[config.mk]
export PLATFORM = sky130hd
export DESIGN_NAME = nrisc_irq_ctrl
export DESIGN_NICKNAME = d
export VERILOG_FILES = /design/src/rtl/nrisc_irq_ctrl_pkg.sv /design/src/rtl/nrisc_prio_enc8.sv /design/src/rtl/nrisc_irq_ctrl.sv
export SDC_FILE = /design/constraint.sdc
export NUM_CORES = 1
export LEC_CHECK = 0
export BUFFER_PORTS_ARGS = -buffer_cell sky130_fd_sc_hd__buf_4
export CAP_MARGIN = 40
export CORE_ASPECT_RATIO = 1.75
export CORE_MARGIN = 4
export CORE_UTILIZATION = 30
export DETAILED_ROUTE_END_ITERATION = 8
export GPL_ROUTABILITY_DRIVEN = 1
export PLACE_DENSITY = 0.57
export SETUP_SLACK_MARGIN = 0.4
export SLEW_MARGIN = 10
export SYNTH_ARGS = -nofsm -noshare
export SYNTH_HDL_FRONTEND = slang
export SYNTH_SLANG_ARGS = --single-unit
[constraint.sdc]
create_clock -name clk -period 6.05 [get_ports clk]
set_input_delay 1.21 -clock clk [delete_from_list [all_inputs] [get_ports clk]]
set_output_delay 1.21 -clock clk [all_outputs]
set_load 0.03 [all_outputs]
[src/rtl/nrisc_irq_ctrl_pkg.sv]
// Shared constants for the NRISC interrupt controller: bus widths, the
// default register window base, register word offsets and FSM encodings.
package nrisc_irq_ctrl_pkg;

    localparam int TAM_DEFAULT     = 16;
    localparam int N_DDATA_DEFAULT = 16;

    localparam logic [15:0] BASE_ADDR_DEFAULT = 16'hFF00;

    localparam logic [1:0] OFF_PEND = 2'd0;
    localparam logic [1:0] OFF_MASK = 2'd1;
    localparam logic [1:0] OFF_STAT = 2'd2;
    localparam logic [1:0] OFF_EOI  = 2'd3;

    localparam logic [0:0] ST_IDLE   = 1'b0;
    localparam logic [0:0] ST_ACTIVE = 1'b1;

    // One-hot mask for a 3-bit channel index, used to clear a single PEND bit
    function automatic logic [7:0] onehot8(input logic [2:0] idx);
        logic [7:0] result;
        result      = 8'h00;
        result[idx] = 1'b1;
        return result;
    endfunction

endpackage

[src/rtl/nrisc_prio_enc8.sv]
// Fixed-priority 8-to-3 encoder: the lowest set request index wins.
// Kept standalone so other arbiters can reuse it.
module nrisc_prio_enc8 (
    input  logic [7:0] req,
    output logic [2:0] idx,
    output logic       valid
);

    // Scan from the top down so the lowest set bit is the last one written
    always_comb begin
        idx   = 3'd0;
        valid = 1'b0;
        for (int i = 7; i >= 0; i--) begin
            if (req[i]) begin
                idx   = 3'(i);
                valid = 1'b1;
            end
        end
    end

endmodule

[src/rtl/nrisc_irq_ctrl.sv]
// NRISC interrupt controller: edge-latches eight request lines into PEND,
// masks and prioritises them, and presents one active interrupt at a time to
// the core. Software reaches PEND/MASK/STAT/EOI through a 4-word window on
// the data bus.
module nrisc_irq_ctrl
    import nrisc_irq_ctrl_pkg::*;
#(
    parameter int                 TAM       = TAM_DEFAULT,
    parameter int                 N_DData   = N_DDATA_DEFAULT,
    parameter logic [N_DData-1:0] BASE_ADDR = N_DData'(BASE_ADDR_DEFAULT)
) (
    input  logic               clk,
    input  logic               rst,
    input  logic [7:0]         irq_src,
    input  logic [N_DData-1:0] dbus_addr,
    input  logic [TAM-1:0]     dbus_wdata,
    input  logic               dbus_load,
    input  logic               dbus_write,
    output logic [TAM-1:0]     dbus_rdata,
    output logic               dbus_sel,
    output logic [7:0]         INTERRUPT_ch,
    output logic               INTERRUPT_flag
);

    logic [7:0]     src_prev;
    logic [7:0]     pend_q;
    logic [7:0]     mask_q;
    logic [0:0]     state_q;
    logic [2:0]     ch_q;

    logic           in_win;
    logic [1:0]     reg_off;
    logic           wr_pend;
    logic           wr_mask;
    logic           wr_eoi;
    logic           rd_hit;
    logic           active;
    logic [7:0]     rise;
    logic [7:0]     pend_clear;
    logic [7:0]     eoi_clear;
    logic [7:0]     pend_next;
    logic [7:0]     cand;
    logic [2:0]     win_idx;
    logic           win_valid;
    logic [2:0]     active_ch;
    logic [TAM-1:0] stat_word;
    logic [TAM-1:0] rd_word;

    assign in_win    = (dbus_addr[N_DData-1:2] == BASE_ADDR[N_DData-1:2]);
    assign reg_off   = dbus_addr[1:0];
    assign wr_pend   = dbus_write && in_win && (reg_off == OFF_PEND);
    assign wr_mask   = dbus_write && in_win && (reg_off == OFF_MASK);
    assign wr_eoi    = dbus_write && in_win && (reg_off == OFF_EOI);
    assign rd_hit    = dbus_load && in_win;
    assign active    = (state_q == ST_ACTIVE);
    assign active_ch = active ? ch_q : 3'd0;

    // An edge sets PEND even when the same bit is being cleared this cycle
    assign rise       = irq_src & ~src_prev;
    assign pend_clear = wr_pend ? dbus_wdata[7:0] : 8'h00;
    assign eoi_clear  = (active && wr_eoi) ? onehot8(ch_q) : 8'h00;
    assign pend_next  = (pend_q & ~(pend_clear | eoi_clear)) | rise;

    assign cand = pend_q & mask_q;

    nrisc_prio_enc8 u_prio (
        .req   (cand),
        .idx   (win_idx),
        .valid (win_valid)
    );

    // STAT puts the active bit at position 8, which only exists on wide buses
    generate
        if (TAM > 8) begin : g_stat_wide
            assign stat_word = TAM'({active, 5'b00000, active_ch});
            wire unused_wdata_hi = ^dbus_wdata[TAM-1:8];
        end else begin : g_stat_narrow
            assign stat_word = TAM'({5'b00000, active_ch});
        end
    endgenerate

    // Read mux over the window; EOI reads as zero
    always_comb begin
        rd_word = '0;
        case (reg_off)
            OFF_PEND: rd_word = TAM'(pend_q);
            OFF_MASK: rd_word = TAM'(mask_q);
            OFF_STAT: rd_word = stat_word;
            default:  rd_word = '0;
        endcase
    end

    // Edge history, PEND and MASK registers
    always_ff @(posedge clk) begin
        if (!rst) begin
            src_prev <= 8'h00;
            pend_q   <= 8'h00;
            mask_q   <= 8'h00;
        end else begin
            src_prev <= irq_src;
            pend_q   <= pend_next;
            if (wr_mask) begin
                mask_q <= dbus_wdata[7:0];
            end
        end
    end

    // Interrupt FSM: take the winner when idle, stay until EOI
    always_ff @(posedge clk) begin
        if (!rst) begin
            state_q <= ST_IDLE;
            ch_q    <= 3'd0;
        end else if (state_q == ST_IDLE) begin
            if (win_valid) begin
                state_q <= ST_ACTIVE;
                ch_q    <= win_idx;
            end
        end else if (wr_eoi) begin
            state_q <= ST_IDLE;
        end
    end

    // Registered read port; data holds between loads, select only on a hit
    always_ff @(posedge clk) begin
        if (!rst) begin
            dbus_rdata <= '0;
            dbus_sel   <= 1'b0;
        end else begin
            dbus_sel <= rd_hit;
            if (rd_hit) begin
                dbus_rdata <= rd_word;
            end
        end
    end

    assign INTERRUPT_flag = active;
    assign INTERRUPT_ch   = {5'b00000, active_ch};

endmodule

==> reports/summary.txt, run 1 <==
status: finished, final reports clean
Die H: 113 um
final setup vio count: 0
worst-path cell chain: buf_4 -> or4_4 -> or4_4 -> nor3b_4 -> mux2i_1
highest routed layer: met4
CP peak stage delay: 0.61 ns
design area: 2380 um2
Overflow after GRT: 0
DIE AREA: 7660 um2
Detailed Route WL: 4650 um
top_reg_cell synth: dfxtp_1
share of Yosys cell area claimed by the top area cell type: 0.404
fin crit period: 3.04 ns
DR pass1 iterations: 4
Layout area overhead: 26.4%
Sw Ratio: 0.216
clk slew on worst S/H paths: 0.07 ns
crit path DAT: 3.26 ns
Critical Path Sink Type: flop
Synth Instances: 212
final routed DRC violation total: 0
RSZ-0062 raised after global routing: false
startpoint types: input port
#FFs+latches synth: 38
post-route ant nets: 0
cts hold-fix bufs: 0
CTS tree: done
Worst Path Required: 6.27 ns
I/O Buffers: 49
Reg power frac: 0.452
GP Congestion: 0.798
vias in the first global route: 1,570
Crit Path Class: input port to flop
sequential area share after synthesis: 0.404
wire length on met3: 311 um
worst clock skew: 0.00928 ns
Sink Count: 38
Worst slew margin: 0.428
Ant. Diodes: 0
P per Cell Area: 246 nW/um2
Min-Delay Path Class: flop to flop
Clk Latency, worst-skew pair: 0.29 ns
Met2 Wirelength: 2440 um
Root Buffer: clkbuf_8
Mapped Area: 1880 um2
setup TNS: 0 ns
routed via count: 1,620
Gate power share: 0.094
slew of the pin with the lowest slew margin: 0.852 ns
drt wl/cell: 13.9 um
max-slew violations: 0
CTS resizes: 0
slowest cell on the critical path: or4_4
Global Route Usage Sum: 0.124
Layout Nets: 298
CTS H-tree depth: 2
Final Core Density: 0.388
post-synthesis async set-or-reset flop share: 0
CTS max path bufs: 2
vias per inst: 4.84
Ys Warns: 0
maximum VDD drop: 0.0759 mV
share of layout cells above drive strength 1: 0.239
Initial DRC Count: 54
Int Pwr: 0.458 mW
wl on met1: 1730 um
CP Max Fanout: 10
CORE AREA: 6130 um2
CP dominant cell by count: or4_4
Num CTS Buffers: 5
Placement Rows: 38
PnR Total Power: 0.585 mW
Final Cycle Share: 0.502
Initial Util: 0.307
Clk network pwr share: 0.454
fmax: 329 MHz
Syn Area/Cell: 8.89 um2
DP Wirelength: 3560 um
number of synthesized flops with an enable pin: 0
Net Switching: 0.127 mW
width of the die: 67.9 um
final-report hold violation count: 0
DP Area: 2240 um2
max_cap viols: 0
# Post-CTS Setup Buffers: 0
Static Leak: 0.998 nW
initial antenna violation count: 0
IO Count: 70
first-pass GRT wire length: 7230 um
synth top area cells: dfxtp_1 (40%), mux2i_1 (11%), nand2_1 (6.6%), buf_4 (4.8%), a22oi_1 (4.0%)
largest net degree at the start of global routing: 49
Yosys cell types: 35
Yosys top cell by area: dfxtp_1
## layout by cell type, fill, tap and decap left out, drive strengths merged
master	count
a21boi	1
a21oi	7
a22oi	10
a31oi	1
a32o	2
a32oi	2
and2	4
and3	1
and3b	3
buf	49
bufinv	2
clkbuf	6
conb	12
dfxtp	38
inv	8
mux2i	21
nand2	33
nand2b	2
nand3	1
nand3b	2
nand4	2
nand4b	3
nor2	8
nor2b	6
nor3b	4
nor4	1
o211ai	8
o21a	3
o21ai	11
o221a	1
o221ai	1
or4	2
## registers in the layout (all words and copies together) (netlist names)
name and count:
INTERRUPT_flag 1, dbus_sel 1, src_prev 8, dbus_rdata 9, pend_q 8, mask_q 8, ch_q 3
## cell families after synthesis
| logic type | after synthesis | synth area share |
|---|---|---|
| and+or+nand+nor | 72 | 0.215 |
| other | 1 | 0.00199 |
| AOI/OAI and AO/OA | 47 | 0.169 |
| muxes | 21 | 0.112 |
| buffers and inverters | 33 | 0.0983 |
| DFF | 38 | 0.404 |
## cell usage after synthesis (all sizes together), types with 2 or more instances
cell	count
a21oi	7
a22oi	10
a32o	2
a32oi	2
and2	4
and3b	3
buf	16
clkbuf	9
dfxtp	38
inv	8
mux2i	21
nand2	33
nand2b	2
nand3b	2
nand4	2
nand4b	3
nor2	8
nor2b	6
nor3b	4
o211ai	8
o21a	3
o21ai	11
or4	2
## routing by layer
layer | GRT usage | up-vias
met5 | 0 | -
met4 | 0.0664 | 0
met3 | 0.0228 | 12
met2 | 0.220 | 63
met1 | 0.133 | 744
li1 | - | 801
## final timing paths
path	cells after the start	startpoint	slack [ns]	to
worst max-delay path	5	dbus_addr[3]	3.01	mask_q[3]$_SDFFE_PN0P_
worst min-delay path	1	src_prev[7]$_SDFF_PN0_	0.41	pend_q[7]$_SDFF_PN0_
worst max register to register	4	INTERRUPT_flag$_SDFF_PN0_	4.58	dbus_rdata[0]$_SDFFE_PN0P_
worst min register to register	1	src_prev[7]$_SDFF_PN0_	0.41	pend_q[7]$_SDFF_PN0_
## area by class of cell
| type | count | area (um2) |
|---|---|---|
| Clock buffer | 6 | 82.6 |
| Sequential cell | 38 | 761 |
| Inverter | 8 | 30.0 |
| Tap cell | 80 | 100 |
| Timing Repair Buffer | 49 | 368 |
| Multi-Input combinational cell | 152 | 980 |
| Fill cell | 650 | 3750 |
| Clock inverter | 2 | 60.1 |
## power by group through the flow
stage	clock [mW]	sequential, mW	combinational (mW)
2_1_floorplan	0	0.268	0.0383
3_3_place_gp	0	0.270	0.0547
3_5_place_dp	0	0.270	0.0555
4_1_cts	0.274	0.264	0.0556
5_1_grt	0.281	0.265	0.0616
6_report	0.265	0.264	0.0552
## worst max-delay path: cells and delay by family
| kind | cells | cell delay (ns) |
|---|---|---|
| buffers and inverters | 1 | 0.11 |
| multiplexers | 1 | 0.24 |
| AND/OR/NAND/NOR | 3 | 1.70 |
## stage by stage
stage               setup WS (ns)  hold slack (ns)  std cells
floorplan                    3.11            0.389        223
global placement             2.70            0.392        327
detailed placement           2.70            0.399        327
CTS                          3.00            0.411        335
global route                 2.95            0.424        335
finish                       3.01            0.406        335
(Power assumes the default switching activity.)
==> inputs of run 2 (changes only) <==
- ABC_AREA: default -> 1
- PLACE_DENSITY: 0.57 -> 0.59
- clock period: 6.05 -> 2.6 ns (I/O delays scaled with it)
==> run 2 against run 1 <==
Effect of this change:
- worst setup slack lost 2.2 ns
- critical endpoint is now INTERRUPT_ch[0]
- combinational power grew 140%
- largest power group is now registers
- count of clock-buffer cells in the layout grew 1
==> reports/summary.txt, run 2 <==
startpoint types: flop
share of Yosys cell area claimed by the top area cell type: 0.380
most flop-heavy register: dbus_rdata
final setup vio count: 0
post-synthesis async set-or-reset flop share: 0
post-route ant nets: 0
cts hold-fix bufs: 0
max-slew violations: 0
setup TNS: 0 ns
count leader, synth: nand2_1
fmax: 560 MHz
CP Max Fanout: 9
most frequent cells in the layout: nand2_1 (101), buf_4 (50), inv_1 (44)
filler cell count: 723
sequential area share after synthesis: 0.380
final-report hold violation count: 0
#FFs+latches synth: 38
CTS max path bufs: 2
Worst Path Required: 2.08 ns
drt wl/cell: 11.3 um
GP Congestion: 0.807
CTS resizes: 0
DP Wirelength: 3870 um
largest net degree at the start of global routing: 39
width of the die: 69.7 um
Gate power share: 0.098
maximum VDD drop: 0.281 mV
CORE AREA: 6490 um2
Clk Latency, worst-skew pair: 0.28 ns
initial antenna violation count: 0
leading cell types by count after synthesis: nand2_1 (101), inv_1 (44), nor2_1 (42)
Static Leak: 1.41 nW
Die H: 116 um
final routed DRC violation total: 0
P per Cell Area: 526 nW/um2
I/O Buffers: 49
Ant. Diodes: 0
max_cap viols: 0
Placement Rows: 39
first-pass GRT wire length: 7760 um
Yosys cell types: 24
synth top area cells: dfxtp_1 (38%), nand2_1 (19%), inv_1 (8.3%), nor2_1 (7.9%), buf_4 (5.3%)
Min-Delay Path Class: input port to flop
Initial Util: 0.308
Critical Path Sink Type: primary output
max reg flops: 9
Layout Nets: 401
Net Switching: 0.314 mW
Sink Count: 38
most common cell after layout, fill and taps aside: nand2_1
DIE AREA: 8090 um2
worst hold margin: 0.427 ns
Sw Ratio: 0.238
CTS tree: done
Yosys top cell by area: dfxtp_1
Final Cycle Share: 0.687
share of layout cells above drive strength 1: 0.199
Mapped Area: 2000 um2
vias per inst: 4.33
status: finished, final reports clean
Synth Instances: 310
routed via count: 1,899
Syn Area/Cell: 6.45 um2
worst clock skew: 0.00298 ns
Ys Warns: 0
Detailed Route WL: 4980 um
number of synthesized flops with an enable pin: 0
fin crit period: 1.79 ns
Global Route Usage Sum: 0.124
clk slew on worst S/H paths: 0.05 ns
top_reg_cell synth: dfxtp_1
vias in the first global route: 1,751
Overflow after GRT: 0
crit path DAT: 1.27 ns
Num CTS Buffers: 5
IO Count: 70
Reg power frac: 0.464
RSZ-0062 raised after global routing: false
# Post-CTS Setup Buffers: 0
Root Buffer: clkbuf_16
Initial DRC Count: 79
Layout area overhead: 25.5%
Crit Path Class: flop to primary output
Int Pwr: 1.01 mW
CTS H-tree depth: 2
Clk network pwr share: 0.437
DR pass1 iterations: 4
[run 2: cells by family after synthesis]
logic type	count (synthesis)	synth area share
AO/OA/AOI/OAI	30	0.0807
buffers and inverters	65	0.153
other	1	0.00188
AND/OR/NAND/NOR	176	0.384
flip-flops	38	0.380
[run 2: path summary, 6_finish.rpt]
check,endpoint,from,slack (ns),depth (start not counted)
setup / recovery,INTERRUPT_ch[0],INTERRUPT_flag$_SDFF_PN0_,0.81,3
setup reg to reg,ch_q[0]$_SDFFE_PN0P_,pend_q[5]$_SDFF_PN0_,1.36,8
hold / removal,src_prev[6]$_SDFF_PN0_,irq_src[6],0.43,3
hold reg to reg,pend_q[7]$_SDFF_PN0_,src_prev[7]$_SDFF_PN0_,0.47,2
[run 2: power by group through the flow]
stage	registers, mW	clock network [mW]	logic [mW]
floorplan	0.621	0	0.0887
global placement	0.625	0	0.129
detailed placement	0.626	0	0.131
CTS	0.613	0.591	0.131
global route	0.615	0.604	0.145
finish	0.613	0.578	0.130
[run 2: cell type report]
| class | instances | area, um2 | area share |
|---|---|---|---|
| Multi-Input combinational cell | 218 | 973 | 0.388 |
| Sequential cell | 38 | 761 | 0.303 |
| Timing Repair Buffer | 50 | 375 | 0.150 |
| Inverter | 44 | 165 | 0.0658 |
| Clock buffer | 7 | 133 | 0.0528 |
| Tap cell | 82 | 103 | 0.0409 |
[run 2: critical path, stage by stage (launching register included)]
cell and delay (ns):
dfxtp_1 0.50, nand2_1 0.14, inv_1 0.15, buf_4 0.18
[run 2: through the flow]
step,total power [mW],cell area [um2],cells,setup WS (ns),utilization
floorplan,0.710,2040,321,0.979,-
global placement,0.754,2380,432,0.658,0.366
detailed placement,0.757,2380,432,0.694,0.366
CTS,1.33,2510,439,0.793,0.387
global route,1.36,2510,439,0.740,0.387
finish,1.32,2510,439,0.813,0.387
[run 2: per-layer routing]
layer | up-vias | track usage | part of all wire
met4 | 0 | 0.0601 | 0.022
met5 | - | 0 | 0
met3 | 8 | 0.0304 | 0.052
met1 | 830 | 0.110 | 0.36
met2 | 46 | 0.256 | 0.57
li1 | 1015 | - | -
==> inputs of run 3 (changes only) <==
- PLACE_DENSITY: 0.59 -> 0.57
- clock period: 2.6 -> 1.8 ns (I/O delays scaled with it)
==> run 3 against run 2 <==
Effect of this change:
- total power increased by 53%
- worst hold slack got worse by 0.15 ns
- clock skew is 0.00061 ns higher
- cell count increased by 2.1%
- combinational power is 45% higher
- critical endpoint unchanged
==> reports/summary.txt, run 3 (synthesis results as in run 2) <==
status: finished, final reports clean
Clk Latency, worst-skew pair: 0.28 ns
share of layout cells above drive strength 1: 0.243
crit path DAT: 0.99 ns
maximum VDD drop: 0.361 mV
routed via count: 1,927
Global Route Usage Sum: 0.122
Detailed Route WL: 5070 um
Final Cycle Share: 0.748
CP Max Fanout: 6
Sink Count: 38
RSZ-0062 raised after global routing: true
final-report hold violation count: 0
hold endpoint: src_prev[2]$_SDFF_PN0_
DIE AREA: 8090 um2
CTS max path bufs: 2
Die H: 116 um
Post-Place Worst Slack: 0.133 ns
width of the die: 69.7 um
slowest cell on the critical path: dfxtp_2
clk slew on worst S/H paths: 0.06 ns
DP Wirelength: 3770 um
CP peak stage delay: 0.37 ns
Critical Path Sink Type: primary output
startpoint types: flop
setup TNS: 0 ns
Ant. Diodes: 0
cts hold-fix bufs: 0
CTS tree: done
WHS Path Cells: 3
Initial DRC Count: 82
Layout Nets: 409
worst-path cell chain: nand2_1 -> inv_2 -> buf_6
Min-Delay Path Class: input port to flop
max-slew violations: 0
Crit Path Class: flop to primary output
IO Count: 70
first-pass GRT wire length: 7680 um
Worst Path Required: 1.44 ns
Initial Util: 0.308
final setup vio count: 0
DR pass1 iterations: 4
most flop-heavy register: dbus_rdata
max_cap viols: 0
R2R depth: 8
max reg flops: 9
setup slack, reg-to-reg: 0.56 ns
fmax: 743 MHz
vias per inst: 4.30
min-delay src: irq_src[2]
I/O Buffers: 49
Root Buffer: clkbuf_16
GP Congestion: 0.840
Static Leak: 1.47 nW
Placement Rows: 39
final routed DRC violation total: 0
post-route ant nets: 0
Num CTS Buffers: 5
Layout area overhead: 31.5%
CTS H-tree depth: 2
vias in the first global route: 1,800
initial antenna violation count: 0
post-route setup slack: 0.454 ns
worst clock skew: 0.00359 ns
most frequent cells in the layout: nand2_1 (99), buf_4 (56), inv_1 (43)
CORE AREA: 6490 um2
RR Endpoint: ch_q[0]$_SDFFE_PN0P_
largest net degree at the start of global routing: 39
fin crit period: 1.35 ns
P per Cell Area: 770 nW/um2
FF-to-FF Start: pend_q[5]$_SDFF_PN0_
drt wl/cell: 11.3 um
Overflow after GRT: 0
most common cell after layout, fill and taps aside: nand2_1
run 3: cell count changes in the layout (fill, tap and decap cells not counted), moves of 2 or more:
cell / before / now
buf_4: 50 / 56
clkbuf_1: 2 / 0
clkbuf_8: 0 / 3
dfxtp_1: 38 / 34
dfxtp_2: 0 / 3
nand2_1: 101 / 99
nand2_2: 0 / 2
nor2_4: 0 / 2
run 3: what timing repair did:
item | 4_1_cts | 5_1_grt
pin swaps | 0 | 2
endpoints found under the setup margin | 3 | 14
gates resized for setup | 4 | 5
gates cloned | 0 | 1
buffers inserted | 0 | 6
run 3: metrics by stage:
| step | power, mW | instance area (um2) | utilization | hold WS, ns | instances |
|---|---|---|---|---|---|
| finish | 2.02 | 2630 | 0.405 | 0.272 | 448 |
| global route | 2.10 | 2630 | 0.405 | 0.278 | 448 |
| CTS | 2.05 | 2560 | 0.394 | 0.269 | 441 |
| detailed placement | 1.09 | 2380 | 0.367 | 0.462 | 433 |
| global placement | 1.09 | 2380 | 0.367 | 0.460 | 433 |
| floorplan | 1.03 | 2040 | - | 0.454 | 321 |
run 3: final cells by class:
cell class,count,area [um2]
fill,724,3860
timing repair buffer,57,432
multi-input combinational,219,995
clock buffer,8,166
tap,82,103
inverter,44,165
sequential,38,768
run 3: how the worst max path moves through the flow:
stage / cells past startpoint / slack (ns) / start / endpoint
global placement: 7 / 0.14 / dbus_addr[5] / dbus_rdata[5]$_SDFFE_PN0P_
floorplan: 7 / 0.43 / INTERRUPT_flag$_SDFF_PN0_ / dbus_rdata[2]$_SDFFE_PN0P_
CTS: 3 / 0.40 / ch_q[2]$_SDFFE_PN0P_ / INTERRUPT_ch[2]
global route: 8 / 0.38 / dbus_addr[11] / mask_q[2]$_SDFFE_PN0P_
finish: 3 / 0.45 / ch_q[0]$_SDFFE_PN0P_ / INTERRUPT_ch[0]
detailed placement: 7 / 0.13 / dbus_addr[5] / dbus_rdata[5]$_SDFFE_PN0P_
run 3: report_power, final:
part	leakage, nW	internal (mW)	switching (mW)	total, mW
clock	0.0832	0.627	0.326	0.953
combinational	1.08	0.0785	0.111	0.189
sequential	0.313	0.867	0.0158	0.883
total	1.47	1.57	0.453	2.02
run 3: layer usage:
layer / GRT usage / wire length, um / share of wire / vias up
met5: 0 / 0 / 0 / -
met4: 0.0767 / 221 / 0.044 / 0
met1: 0.117 / 1930 / 0.38 / 823
li1: - / - / - / 1035
met3: 0.0252 / 250 / 0.049 / 13
met2: 0.233 / 2670 / 0.53 / 56
run 3: worst max-delay path, delay by kind of cell, from the launching register on:
kind | cells | cell delay, ns
and+or+nand+nor | 1 | 0.10
buffers and inverters | 2 | 0.24
DFF | 1 | 0.37
